--- src/rtl/rr_onehot_arbiter.sv ---
// rr_onehot_arbiter: round-robin arbiter with registered one-hot grant and binary owner index.
// Define RR_ARB_HOLD_LIMIT_EN to preempt an owner after MAX_HOLD cycles when others wait.
module rr_onehot_arbiter #(
   parameter int IDX_W    = 3,
   parameter int MAX_HOLD = 16
) (
   input  logic                    clock,
   input  logic                    reset_n,
   input  logic [(1<<IDX_W)-1:0]   req,
   output logic [(1<<IDX_W)-1:0]   gnt,
   output logic [IDX_W-1:0]        gnt_idx,
   output logic                    gnt_valid
);
   localparam int N = 1 << IDX_W;
   typedef enum logic {IDLE, OWNED} state_t;
   if (MAX_HOLD < 2 || MAX_HOLD > 255) begin : g_bad_hold
      $error("rr_onehot_arbiter: MAX_HOLD must be within 2..255");
   end
   state_t           state_q, state_d;
   logic [N-1:0]     gnt_q, gnt_d, cand;
   logic [IDX_W-1:0] idx_q, idx_d, last_q, last_d, win, k;
   logic             valid_q, valid_d, found, preempt, take;
`ifdef RR_ARB_HOLD_LIMIT_EN
   localparam logic [7:0] HOLD_LAST = 8'(MAX_HOLD - 1);
   logic [7:0]       cnt_q, cnt_d;
`endif
   // The owner is masked out, so a release or preemption picks someone else when possible.
   always_comb begin
      cand  = req & ~gnt_q;
      win   = last_q;
      found = 1'b0;
      k     = '0;
      for (int i = 1; i <= N; i++) begin
         k = last_q + IDX_W'(i);
         if (!found && cand[k]) begin
            win   = k;
            found = 1'b1;
         end
      end
   end
   always_comb begin
      state_d = state_q;
      last_d  = last_q;
      gnt_d   = gnt_q;
      idx_d   = idx_q;
      valid_d = valid_q;
`ifdef RR_ARB_HOLD_LIMIT_EN
      cnt_d   = (cnt_q == HOLD_LAST) ? cnt_q : cnt_q + 8'd1;
      preempt = state_q == OWNED && cnt_q == HOLD_LAST && found;
`else
      preempt = 1'b0;
`endif
      take = state_q == IDLE || !req[idx_q] || preempt;
      if (take) begin
         state_d = found ? OWNED : IDLE;
         last_d  = found ? win : last_q;
         gnt_d   = found ? N'(1) << win : '0;
         idx_d   = found ? win : '0;
         valid_d = found;
`ifdef RR_ARB_HOLD_LIMIT_EN
         cnt_d   = '0;
`endif
      end
   end
   always_ff @(posedge clock) begin
      if (!reset_n) begin
         state_q <= IDLE;
         last_q  <= '1;
         gnt_q   <= '0;
         idx_q   <= '0;
         valid_q <= 1'b0;
`ifdef RR_ARB_HOLD_LIMIT_EN
         cnt_q   <= '0;
`endif
      end else begin
         state_q <= state_d;
         last_q  <= last_d;
         gnt_q   <= gnt_d;
         idx_q   <= idx_d;
         valid_q <= valid_d;
`ifdef RR_ARB_HOLD_LIMIT_EN
         cnt_q   <= cnt_d;
`endif
      end
   end
   assign gnt       = gnt_q;
   assign gnt_idx   = idx_q;
   assign gnt_valid = valid_q;
endmodule
--- config.mk ---
export PLATFORM = sky130hd
export DESIGN_NAME = rr_onehot_arbiter
export DESIGN_NICKNAME = d
export VERILOG_FILES = /design/src/rtl/rr_onehot_arbiter.sv
export SDC_FILE = /design/constraint.sdc
export NUM_CORES = 1
export LEC_CHECK = 0
export ABC_AREA = 0
export CAP_MARGIN = 10
export CORE_UTILIZATION = 30
export DETAILED_ROUTE_END_ITERATION = 16
export DONT_BUFFER_PORTS = 1
export GPL_TIMING_DRIVEN = 0
export MAX_ROUTING_LAYER = met4
export PLACE_DENSITY = 0.44
export SYNTH_ARGS = -nofsm -noshare
export SYNTH_HDL_FRONTEND = slang
export SYNTH_SLANG_ARGS = --single-unit
--- constraint.sdc ---
create_clock -name clock -period 5.3 [get_ports clock]
set_input_delay 1.06 -clock clock [delete_from_list [all_inputs] [get_ports clock]]
set_output_delay 1.06 -clock clock [all_outputs]
set_load 0.01 [all_outputs]
# Word level (Yosys, flattened, before mapping)
# Cells that the tools add are included.
op_classes:
  n_addsub: 7
  magnitude_cmp: 9
  shifts: 1
  mux: 37
  bitwise: 3
  n_reduce_logical: 17
ops:
  columns: ["operator", "count"]
  rows:
  - ["$lt 3x4->1 const B", 9]
  - ["$bmux 1 s3", 9]
  - ["$mux 3", 9]
  - ["$mux 1", 18]
  - ["$add 3x3->3 const B", 4]
  - ["$and 8x8->8", 1]
  - ["$logic_not 1->1", 8]
  - ["$mux 8", 1]
  - ["$not 8->8", 1]
  - ["$shl 1x3->8 const A", 1]
  - ["$logic_and 1x1->1", 7]
  - ["$add 3x2->3 const B", 2]
  - ["$add 3x1->3 const B", 1]
  - ["$reduce_and 2->1", 1]
  - ["$logic_or 1x1->1", 1]
  - ["$not 1->1", 1]
totals:
  ff_bits: 16
  in_bits: 10
  output_inout_bits: 12
  elab_cells: 79

# Logic depth before layout (Yosys ltp)
# Gate-level depths: netlist of run 1.
depth:
  depth_word: 28
  mapped_depth: 13
  ltp_nobuf: 10

# Worst setup path before layout of run 1
# OpenSTA, ideal clock, no wires.
synth_path:
  kind: "in2reg"
  start: "input port req[3]"
  end: "register gnt_q[6], in the netlist gnt[6]"
  setup_time_ns: 0.117
  arrival_time_ns: 2.959
  required_ns: 5.183
  path_slack_ns: 2.223
  path_stages: 8
  n_path_buf: 0
  path_cell_list: "nand2b_1 mux4_2 mux2i_2 nand2_1 a41oi_1 o21bai_1 a221o_1 a32o_1"
synth_via:
  elab_chain_len: 27
  elab_cells_between_ends: 53
  cone_classes: "shift (1); mux (35); bitwise (1); reduce/logical (16)"
synth_lines:
  columns: ["element", "line", "rtl"]
  rows:
  - ["start: declaration", "9", "input logic [(1<<IDX_W)-1:0] req,"]
  - ["$and 8x8->8", "29", "cand = req & ~gnt_q;"]
  - ["$bmux 1 s3", "35", "if (!found && cand[k]) begin"]
  - ["$mux 1 (not written as such)", "35", null]
  - ["$mux 1", "35", null]
  - ["$logic_not 1->1", "35", null]
  - ["$logic_and 1x1->1", "35", null]
  - ["$mux 1", "35", null]
  - ["$logic_not 1->1", "35", null]
  - ["(+11 left out)", null, null]
  - ["$logic_not 1->1", "35", null]
  - ["$logic_and 1x1->1", "35", null]
  - ["$mux 1", "35", null]
  - ["$logic_not 1->1", "35", null]
  - ["$logic_and 1x1->1", "35", null]
  - ["$mux 3", "35", null]
  - ["$shl 1x3->8", "57", "gnt_d = found ? N'(1) << win : '0;"]
  - ["$mux 8", "57", null]
  - ["end signal: assignment", "78", "gnt_q <= gnt_d;"]
  - ["end: declaration", "20", "logic [N-1:0] gnt_q, gnt_d, cand;"]
# Several ways; a longest one is shown, not always the timed one. The select of a mux whose other input is x is not followed.
# A chain may end at the register's enable or synchronous reset.

# Final worst setup path of run 1
layout_path:
  start: "register last_q[1]"
  end: "register gnt_q[2], in the netlist gnt[2]"
layout_via:
  elab_chain_len: 27
  elab_cells_between_ends: 55
  cone_classes: "add/sub (7); shift (1); mux (33); reduce/logical (14)"
layout_lines:
  columns: ["element", "line", "rtl"]
  rows:
  - ["start: declaration", "21", "logic [IDX_W-1:0] idx_q, idx_d, last_q, last_d, win, k;"]
  - ["start signal: assignment", "77", "last_q <= last_d;"]
  - ["$add 3x1->3", "34", "k = last_q + IDX_W'(i);"]
  - ["$bmux 1 s3", "35", null]
  - ["$mux 1 (not written as such)", "35", null]
  - ["$mux 1", "35", null]
  - ["$logic_not 1->1", "35", null]
  - ["$logic_and 1x1->1", "35", null]
  - ["$mux 1", "35", null]
  - ["$logic_not 1->1", "35", null]
  - ["(+11 left out)", null, null]
  - ["$logic_not 1->1", "35", null]
  - ["$logic_and 1x1->1", "35", null]
  - ["$mux 1", "35", null]
  - ["$logic_not 1->1", "35", null]
  - ["$logic_and 1x1->1", "35", null]
  - ["$mux 3", "35", null]
  - ["$shl 1x3->8", "57", null]
  - ["$mux 8 *", "57", null]
# Every way passes the cells marked *; elsewhere a longest branch is shown, timed or not. The select of a mux whose other input is x is not followed.

==> impl_metrics.tcl, run 1 <==
set metrics [dict create \
    outcome "completed" \
    drv_slew 0 \
    place.gp.congestion 0.952 \
    clk_latency_ns 0.24 \
    cts_sinks 15 \
    ys_types 59 \
    grt_overflow 0 \
    die_area_um2 6270 \
    final-seq-area_um2 300 \
    ant_nets 0 \
    dr.first_iter.drc_count 162 \
    drive_above_1_share_pct 23.9 \
    syn-num-nets 196 \
    drcViolationCount 0 \
    initial_core_util_pct 31.9 \
    dp_hpwl_um 4080 \
    multi_input_area_um2 1380 \
    root_buffer "clkbuf_8" \
    nFillCells 626 \
    final_util_pct 34.3 \
    antenna_found_initial 0 \
    yosys_warnings 0 \
    cp.required_ns 5.43 \
    syn_area_per_cell_um2 9.71 \
    max_freq_mhz 287 \
    grt_use_total_pct 17.7 \
    cp-end-kind "flip-flop" \
    fin_cells 260 \
    grt_pass1_vias 1544 \
    syn2layout_area_growth_pct 7.56 \
    slowest_delay_ns 0.41 \
    place_inst 256 \
    vias 1538 \
    finalSetupViolations 0 \
    arrival_ns 3.62 \
    fin_nets 201 \
    die_h_um 79.2 \
    post-route-min-period_ns 3.49 \
    diodes 0 \
    maxSlewHeadroom_pct 55.9 \
    synth-edff-count 0 \
    finalHoldViolCount 0 \
    critPathKind "reg2reg" \
    fin_crit_sh_pct 65.8 \
    hp-class "reg2reg" \
    cts_setup_buffers 0 \
    drv_cap 0 \
    grt_pass1_wl_um 8260 \
    cts_tree "built" \
    die_w_um 79.2 \
    syn_inst 184 \
    ys_seq_area_share_pct 16.8 \
    critical_path.cell_chain "buf_2 -> inv_2 -> ha_1 -> xor2_1 -> mux4_2 -> mux2i_1 -> or3b_1 -> o221a_4 -> xnor2_4 -> inv_2 -> a32o_1" \
    setup_tns_ns 0 \
    wl_per_cell_um 19.5 \
    rows 27 \
    htreeDepth 1 \
    io_buffers 0 \
    worst_path_most_repeated_cell "inv_2" \
    clockBufferDepth 2 \
    synthesis.area_um2 1790 \
    coreArea_um2 5610 \
    startpoint "last_q[1]" \
    dr.pass1.iters 4 \
    rsz0062_at_grt "no" \
    synth_ff_type "dfxtp_1" \
    slowest_stage "xor2_1" \
    min-delay-start "gnt[0]" \
    critPathBufInv 3 \
    cp_max_fo 10 \
    via_per_inst 5.92 \
    synthArstFlopShare_pct 0 \
    wl_um 5070 \
    critical-path-top-delay-family "multiplexers" \
    startpoint_type "flip-flop" \
    cts_buffers 3 \
    r2r_start "last_q[1]" \
    worst_pin_slew_ns 0.656 \
    holdBufCountCts 0 \
    ys_seq_elements 15 \
    finalClockSkew_ns 0.00334 \
    cts.repair.resized 0 \
    path_clk_slew_ns 0.06 \
    ios 22 \
    grt_max_degree 11 \
]
[registers in the layout (all words and copies together) (netlist names)]
| register | flops |
|---|---|
| gnt_idx | 3 |
| gnt | 8 |
| last_q | 3 |
| state_q | 1 |
[cells by family (layout without fill, tap and decap cells)]
family / count (synthesis) / in the layout / share of synthesized area [%]
muxes: 37 / 37 / 30.7
and+or+nand+nor: 56 / 56 / 19.0
adders and majority gates: 2 / 2 / 1.40
buffers and inverters: 18 / 22 / 5.95
AOI/OAI and AO/OA: 50 / 50 / 22.1
DFF: 15 / 15 / 16.8
xor gates and xnor gates: 6 / 6 / 3.99
[layout by cell type (no fill, tap or decap), types with 2 or more instances in the layout]
cell      count
o21ai_1       5
a21o_1        3
nor2_1       11
xor2_1        2
clkbuf_8      3
nand2b_1      9
a221oi_2      2
o22ai_1       3
o21ai_0       6
buf_6         2
nor2b_1       3
inv_1         4
mux2_2       10
and4b_1       2
and2_1        2
mux4_2       13
nand3b_1      2
ha_1          2
a32oi_1       2
nor4bb_1      2
dfxtp_1      15
clkbuf_1      4
xnor2_1       3
a32o_1        4
mux2i_1      13
a31oi_1       2
buf_2         2
a21oi_1       8
buf_1         2
nand2_1      15
inv_2         2
o221ai_1      2
[layer usage]
metal  GRT usage (%)  wire length (um)  vias to the layer above
li1                -                 -                      727
met5               -                 0                        -
met1            23.8              2360                      777
met4            7.09               117                        0
met3            1.38               128                        8
met2            27.3              2460                       26
[worst min-delay path: cells and delay by family (launching register included)]
family | cells | cell delay, ns
flip-flops | 1 | 0.34
AND/OR/NAND/NOR | 1 | 0.07
AO/OA/AOI/OAI | 1 | 0.05
[cells in the mapped netlist (2+ instances only)]
library cell	number	area [um^2]
mux2i_1	13	130
xnor2_1	3	26.3
o21ai_0	6	30.0
nor2_1	11	41.3
a221oi_2	2	30.0
buf_6	2	22.5
inv_1	4	15.0
a32o_1	4	40.0
nand3b_1	2	15.0
nand2_1	15	56.3
xor2_1	2	17.5
nor4bb_1	2	20.0
a21oi_1	8	40.0
a21o_1	3	22.5
a32oi_1	2	17.5
ha_1	2	25.0
and2_1	2	12.5
a31oi_1	2	12.5
mux2_2	10	113
o21ai_1	5	25.0
inv_2	2	7.51
buf_1	2	7.51
mux4_2	13	293
nor2b_1	3	18.8
clkbuf_1	3	11.3
o221ai_1	2	17.5
dfxtp_1	15	300
and4b_1	2	20.0
nand2b_1	9	56.3
o22ai_1	3	18.8
buf_2	2	10.0
[per-stage QoR]
stage          setup slack, ns  instance area, um^2  hold slack (ns)
6_report                  1.81                 1920            0.504
2_1_floorplan             2.22                 1790            0.477
3_5_place_dp              1.82                 1880            0.503
3_3_place_gp              1.88                 1880            0.503
4_1_cts                   1.83                 1920            0.511
5_1_grt                   1.60                 1920            0.545
[path summary, 6_finish.rpt]
kind | endpoint | slack, ns | depth (start not counted)
worst max-delay path | gnt[2] | 1.81 | 11
worst min-delay path | gnt[0] | 0.50 | 2
worst max register to register | gnt[2] | 1.81 | 11
worst min register to register | gnt[0] | 0.50 | 2
[final cells by class]
type	count	area share [%]
inverters	8	1.82
multi-input cells	151	71.8
clock buffers	4	2.34
well taps	72	4.69
plain buffers	10	3.71
flip-flops and latches	15	15.6
Power of run 1 is not shown: default switching activity piles up to over one toggle a cycle in this logic, so the estimate is an artifact.
==> run 2, diff against run 1 <==
--- a/config.mk
+++ b/config.mk
@@ -12,7 +12,7 @@
 export DONT_BUFFER_PORTS = 1
 export GPL_TIMING_DRIVEN = 0
 export MAX_ROUTING_LAYER = met4
-export PLACE_DENSITY = 0.44
+export PLACE_DENSITY = 0.45
 export SYNTH_ARGS = -nofsm -noshare
 export SYNTH_HDL_FRONTEND = slang
 export SYNTH_SLANG_ARGS = --single-unit
==> constraint.sdc (replaced) <==
create_clock -name clock -period 2.9 [get_ports clock]
set_input_delay 0.58 -clock clock [delete_from_list [all_inputs] [get_ports clock]]
set_output_delay 0.58 -clock clock [all_outputs]
set_load 0.01 [all_outputs]
==> run 2 against run 1 <==
Net effect:
- first-iteration DRC count fell by 7.4%
- sequential cell count unchanged
- clock skew about the same
- routed wire length is 8.1% higher
- worst setup slack worse by 1.8 ns
- cell count rose by 7.7%
- worst hold slack got worse by 0.0056 ns
- clock-buffer cell count unchanged
- critical path type unchanged
- non-clock buffer count up 20
- via count up 8.6%
==> impl_metrics.tcl, run 2 (synthesis results as in run 1) <==
set metrics [dict create \
    outcome "completed" \
    initial_core_util_pct 31.9 \
    final_cell_mix "20 x buf_4, 15 x nand2_1, 13 x mux4_2, 11 x dfxtp_1" \
    finalHoldViolCount 0 \
    cp-end-kind "flip-flop" \
    slowest_stage "mux4_2" \
    grt_max_degree 11 \
    max_freq_mhz 346 \
    hp-class "reg2reg" \
    cp_max_fo 5 \
    critical_path.cell_chain "buf_6 -> inv_6 -> buf_12 -> ha_4 -> xor2_4 -> mux4_2 -> mux2i_4 -> or3b_1 -> o221a_4 -> xnor2_4 -> inv_2 -> a32o_1" \
    drv_slew 0 \
    setup_tns_ns 0 \
    rows 27 \
    syn2layout_area_growth_pct 32.8 \
    hold_depth 2 \
    crit_cells 12 \
    critical-path-top-delay-family "multiplexers" \
    cts_sinks 15 \
    root_buffer "clkbuf_8" \
    place.gp.congestion 0.871 \
    critPathBufInv 4 \
    die_area_um2 6270 \
    antenna_found_initial 0 \
    final_common_cell "buf_4" \
    ant_nets 0 \
    startpoint_type "flip-flop" \
    dr.first_iter.drc_count 150 \
    cts_tree "built" \
    diodes 0 \
    finalSetupViolations 0 \
    drive_above_1_share_pct 47.6 \
    htreeDepth 1 \
    fin_nets 221 \
    largest_reg_flops 8 \
    wl_um 5480 \
    ios 22 \
    critPathKind "reg2reg" \
    wl_per_cell_um 19.6 \
    maxSlewHeadroom_pct 64.6 \
    die_w_um 79.2 \
    reg2regPathDepth 12 \
    grt_pass1_wl_um 8690 \
    via_per_inst 5.96 \
    post-route-min-period_ns 2.89 \
    drcViolationCount 0 \
    cts_buffers 3 \
    slowest_delay_ns 0.38 \
    hold_slack_ns 0.498 \
    grt_overflow 0 \
    nFillCells 594 \
    finalClockSkew_ns 0.00305 \
    vias 1670 \
    dr.pass1.iters 4 \
    clk_latency_ns 0.25 \
    io_buffers 0 \
    arrival_ns 3.03 \
    fin_crit_sh_pct 99.6 \
    coreArea_um2 5610 \
    cp.required_ns 3.04 \
    clockBufferDepth 2 \
    path_clk_slew_ns 0.06 \
    dp_hpwl_um 4020 \
    holdBufCountCts 0 \
    rsz0062_at_grt "yes" \
    worst_pin_slew_ns 0.526 \
    grt_pass1_vias 1713 \
    die_h_um 79.2 \
    grt_use_total_pct 18.7 \
    drv_cap 0 \
]
[run 2: tightest hold or removal path: cells and delay by family, from the launching register on]
kind	cells	cell delay (ns)
flip-flops	1	0.35
AO/OA/AOI/OAI	1	0.05
AND/OR/NAND/NOR	1	0.06
[run 2: stage by stage]
stage	worst slack, ns	area (um^2)	util, %	std cells
final	0.0125	2370	42.3	280
after global routing	-0.0829	2370	42.3	280
after CTS	0.00369	2180	38.9	272
after detailed placement	-0.504	1880	33.5	256
after global placement	-0.489	1880	33.5	256
after floorplan	0.0324	1790	-	184
[run 2: per-layer routing]
metal,vias up,part of all wire [%],routed length [um],GRT usage [%]
met2,51,50,2750,30.3
met4,0,1.8,101,8.00
met3,10,4.7,260,1.49
met5,-,0,0,-
li1,767,-,-,-
met1,842,43,2370,23.9
[run 2: repair_timing]
| item | 4_1_cts | 5_1_grt |
|---|---|---|
| gates resized for setup | 27 | 32 |
| pin swaps | 7 | 9 |
| setup buffers | 13 | 8 |
| endpoints found under the setup margin | 15 | 14 |
[run 2: worst paths after layout]
kind	end	startpoint	slack, ns
worst max register to register	gnt[6]	last_q[0]	0.01
worst min-delay path	gnt[5]	gnt[5]	0.50
worst max-delay path	gnt[6]	last_q[0]	0.01
worst min register to register	gnt[5]	gnt[5]	0.50
[run 2: cell type report]
cell class / count / area (um^2) / share of cell area, %
Clock buffer: 4 / 45.0 / 1.90
Buffer: 9 / 95.1 / 4.01
Tap cell: 72 / 90.1 / 3.80
Multi-Input combinational cell: 151 / 1620 / 68.2
Inverter: 8 / 47.5 / 2.00
Sequential cell: 15 / 308 / 13.0
Timing Repair Buffer: 21 / 170 / 7.17
Power of run 2 is left out for the same reason.
==> RTL change, RTL diff (config.mk and constraints of run 1) <==
Add a define of `RR_ARB_HOLD_LIMIT_EN`.
--- a/src/rtl/rr_onehot_arbiter.sv
+++ b/src/rtl/rr_onehot_arbiter.sv
@@ -1,5 +1,7 @@
 // rr_onehot_arbiter: round-robin arbiter with registered one-hot grant and binary owner index.
 // Define RR_ARB_HOLD_LIMIT_EN to preempt an owner after MAX_HOLD cycles when others wait.
+`define RR_ARB_HOLD_LIMIT_EN
+
 module rr_onehot_arbiter #(
    parameter int IDX_W    = 3,
    parameter int MAX_HOLD = 16
Behaviour: no difference found for any inputs over 10 cycles, from zero or initial values and one cycle with reset_n low; that may be too few to reach the edited logic, so the function may still have changed.
==> RTL change against run 1 <==
Sequential cell count up 8. Worst setup slack got worse by 0.25 ns. Maximum frequency fell by 6.7%. Synthesized cell count grew 21%. Synthesized area grew 18%. Cell area up 18%. Routed wire length is 17% higher. Count of clock-buffer cells in the layout is 1 lower. Critical endpoint is now gnt[1]$_SDFFE_PN0P_. Highest routed layer unchanged.
==> RTL change: results (changes against run 1) <==
[status]
run_status=finished, final reports clean

[grt]
gr-usage-all-layers=0.177  ; -0.000215
grt_max_degree=14  ; +3
antenna_found_initial=0  ; unchanged
grt_pass1_wl_um=9840  ; +19%
grt_pass1_vias=1778  ; +15%

[worst_hold_path]
hold_end=cnt_q[1]$_SDFFE_PP0P_

[yosys]
syn_nets=235  ; +20%
synth_compound_area_frac=0.200  ; -0.0216
synthMuxAreaShare=0.266  ; -0.0412
synthXorXnorAreaFrac=0.0458  ; +0.00584
ys_top_cells_by_count=23 x dfxtp_1, 17 x nand2_1, 17 x nor2_1
yosysSeqAreaShare=0.219  ; +0.0506
ys_types=55  ; -6.8%
synth_fa_ha_area_frac=0.0178  ; +0.00382

[place]
dp_hpwl_um=4720  ; +16%
io_buffers=0  ; unchanged
gp_congestion=0.837  ; -12%
place_area_mm2=0.00223  ; +19%

[detailed_routing]
routedWlPerCell_um=18.5  ; -5.3%
drt-initial-drc-count=126  ; -22%
vias=1841  ; +20%

[setup_path]
critPathTopFamily=compound AO/OA/AOI/OAI gates
reg2reg_from=last_q[0]$_SDFFE_PN1P_
crit_slowest_cell=nor3b_1
slowest_delay_ns=0.52  ; +0.11 ns
r2r-end=gnt[1]$_SDFFE_PN0P_
ff2ff_setup_slack_ns=1.56  ; -0.25 ns

[clocking]
clk-insertion-delay-late_ns=0.27  ; +0.03 ns
cts.clk_slew.worst_paths_ns=0.08  ; +0.02 ns
cts_max_level=1  ; unchanged
postCtsSetupBuffers=0  ; unchanged

[finish]
layout-drive-gt1-share=0.159  ; -0.0801
fill_cells=727  ; +16%

[timing]
max-slew-margin-rel=0.571  ; +0.0121
skew_ns=0.00320  ; -0.000138 ns

==> RTL change: changes by cell type in the layout (fill, tap and decap cells not counted), sizes merged, moves of 4 or more <==
cell,before,now
dfxtp,15,23
nand3,1,8
nor2b,3,10
mux2,10,5
nor2,12,17
a32o,4,8
and2,2,6
and3,0,4
xnor2,4,8
==> RTL change: cell type report <==
cell class,instances,area share
clock buffer,3,0.0182
tap,96,0.0529
buffer,8,0.0237
sequential,23,0.203
inverter,5,0.0105
clock inverter,1,0.00220
multi-input combinational,186,0.690
==> RTL change: worst max-delay path by stage <==
stage / startpoint / to / slack, ns / depth (start not counted)
after floorplan: req[4] / gnt[6]$_SDFFE_PN0P_ / 1.98 / 8
after global placement: last_q[0]$_SDFFE_PN1P_ / gnt[1]$_SDFFE_PN0P_ / 1.51 / 12
after detailed placement: req[4] / gnt[1]$_SDFFE_PN0P_ / 1.60 / 7
after CTS: last_q[0]$_SDFFE_PN1P_ / gnt[1]$_SDFFE_PN0P_ / 1.56 / 12
after global routing: last_q[0]$_SDFFE_PN1P_ / gnt[2]$_SDFFE_PN0P_ / 1.30 / 12
final: last_q[0]$_SDFFE_PN1P_ / gnt[1]$_SDFFE_PN0P_ / 1.56 / 12
==> RTL change: logic make-up after synthesis <==
kind of cell	Yosys count
multiplexers	35
AO/OA/AOI/OAI	53
XOR/XNOR	11
buffers and inverters	13
flip-flops	23
adder cells (fa/ha/maj)	3
AND/OR/NAND/NOR	84
==> RTL change: power breakdown <==
group          leakage (nW)  total [mW]  internal (mW)  switching, mW
combinational         0.588        1.28          0.550          0.734
sequential            0.188       0.279          0.217         0.0623
clock                0.0255       0.109         0.0525         0.0561
total                 0.801        1.67          0.819          0.853
==> RTL change: stage by stage <==
stage / power [mW] / instances / hold slack, ns / worst slack, ns / util
after floorplan: 1.27 / 222 / 0.444 / 1.98 / -
after global placement: 1.58 / 318 / 0.463 / 1.51 / 0.328
after detailed placement: 1.56 / 318 / 0.468 / 1.60 / 0.328
after CTS: 1.67 / 322 / 0.479 / 1.56 / 0.334
after global routing: 1.81 / 322 / 0.525 / 1.30 / 0.334
final: 1.67 / 322 / 0.472 / 1.56 / 0.334
==> RTL change: layer usage <==
| metal | wire [um] | vias up | global-route usage |
|---|---|---|---|
| li1 | - | 872 | - |
| met1 | 2850 | 911 | 0.255 |
| met2 | 2730 | 51 | 0.265 |
| met3 | 287 | 7 | 0.0202 |
| met4 | 72 | 0 | 0.0379 |
| met5 | 0 | - | - |
==> RTL change: worst register-to-register path: stages, from the launching register on <==
cell and delay [ns]:
dfxtp_1 0.40, buf_6 0.17, inv_6 0.06, buf_8 0.15
ha_1 0.25, xor2_1 0.51, mux4_2 0.43, mux2_2 0.32
a22o_1 0.24, o32ai_1 0.22, a22oi_1 0.17, nor3b_1 0.52
a32o_1 0.24
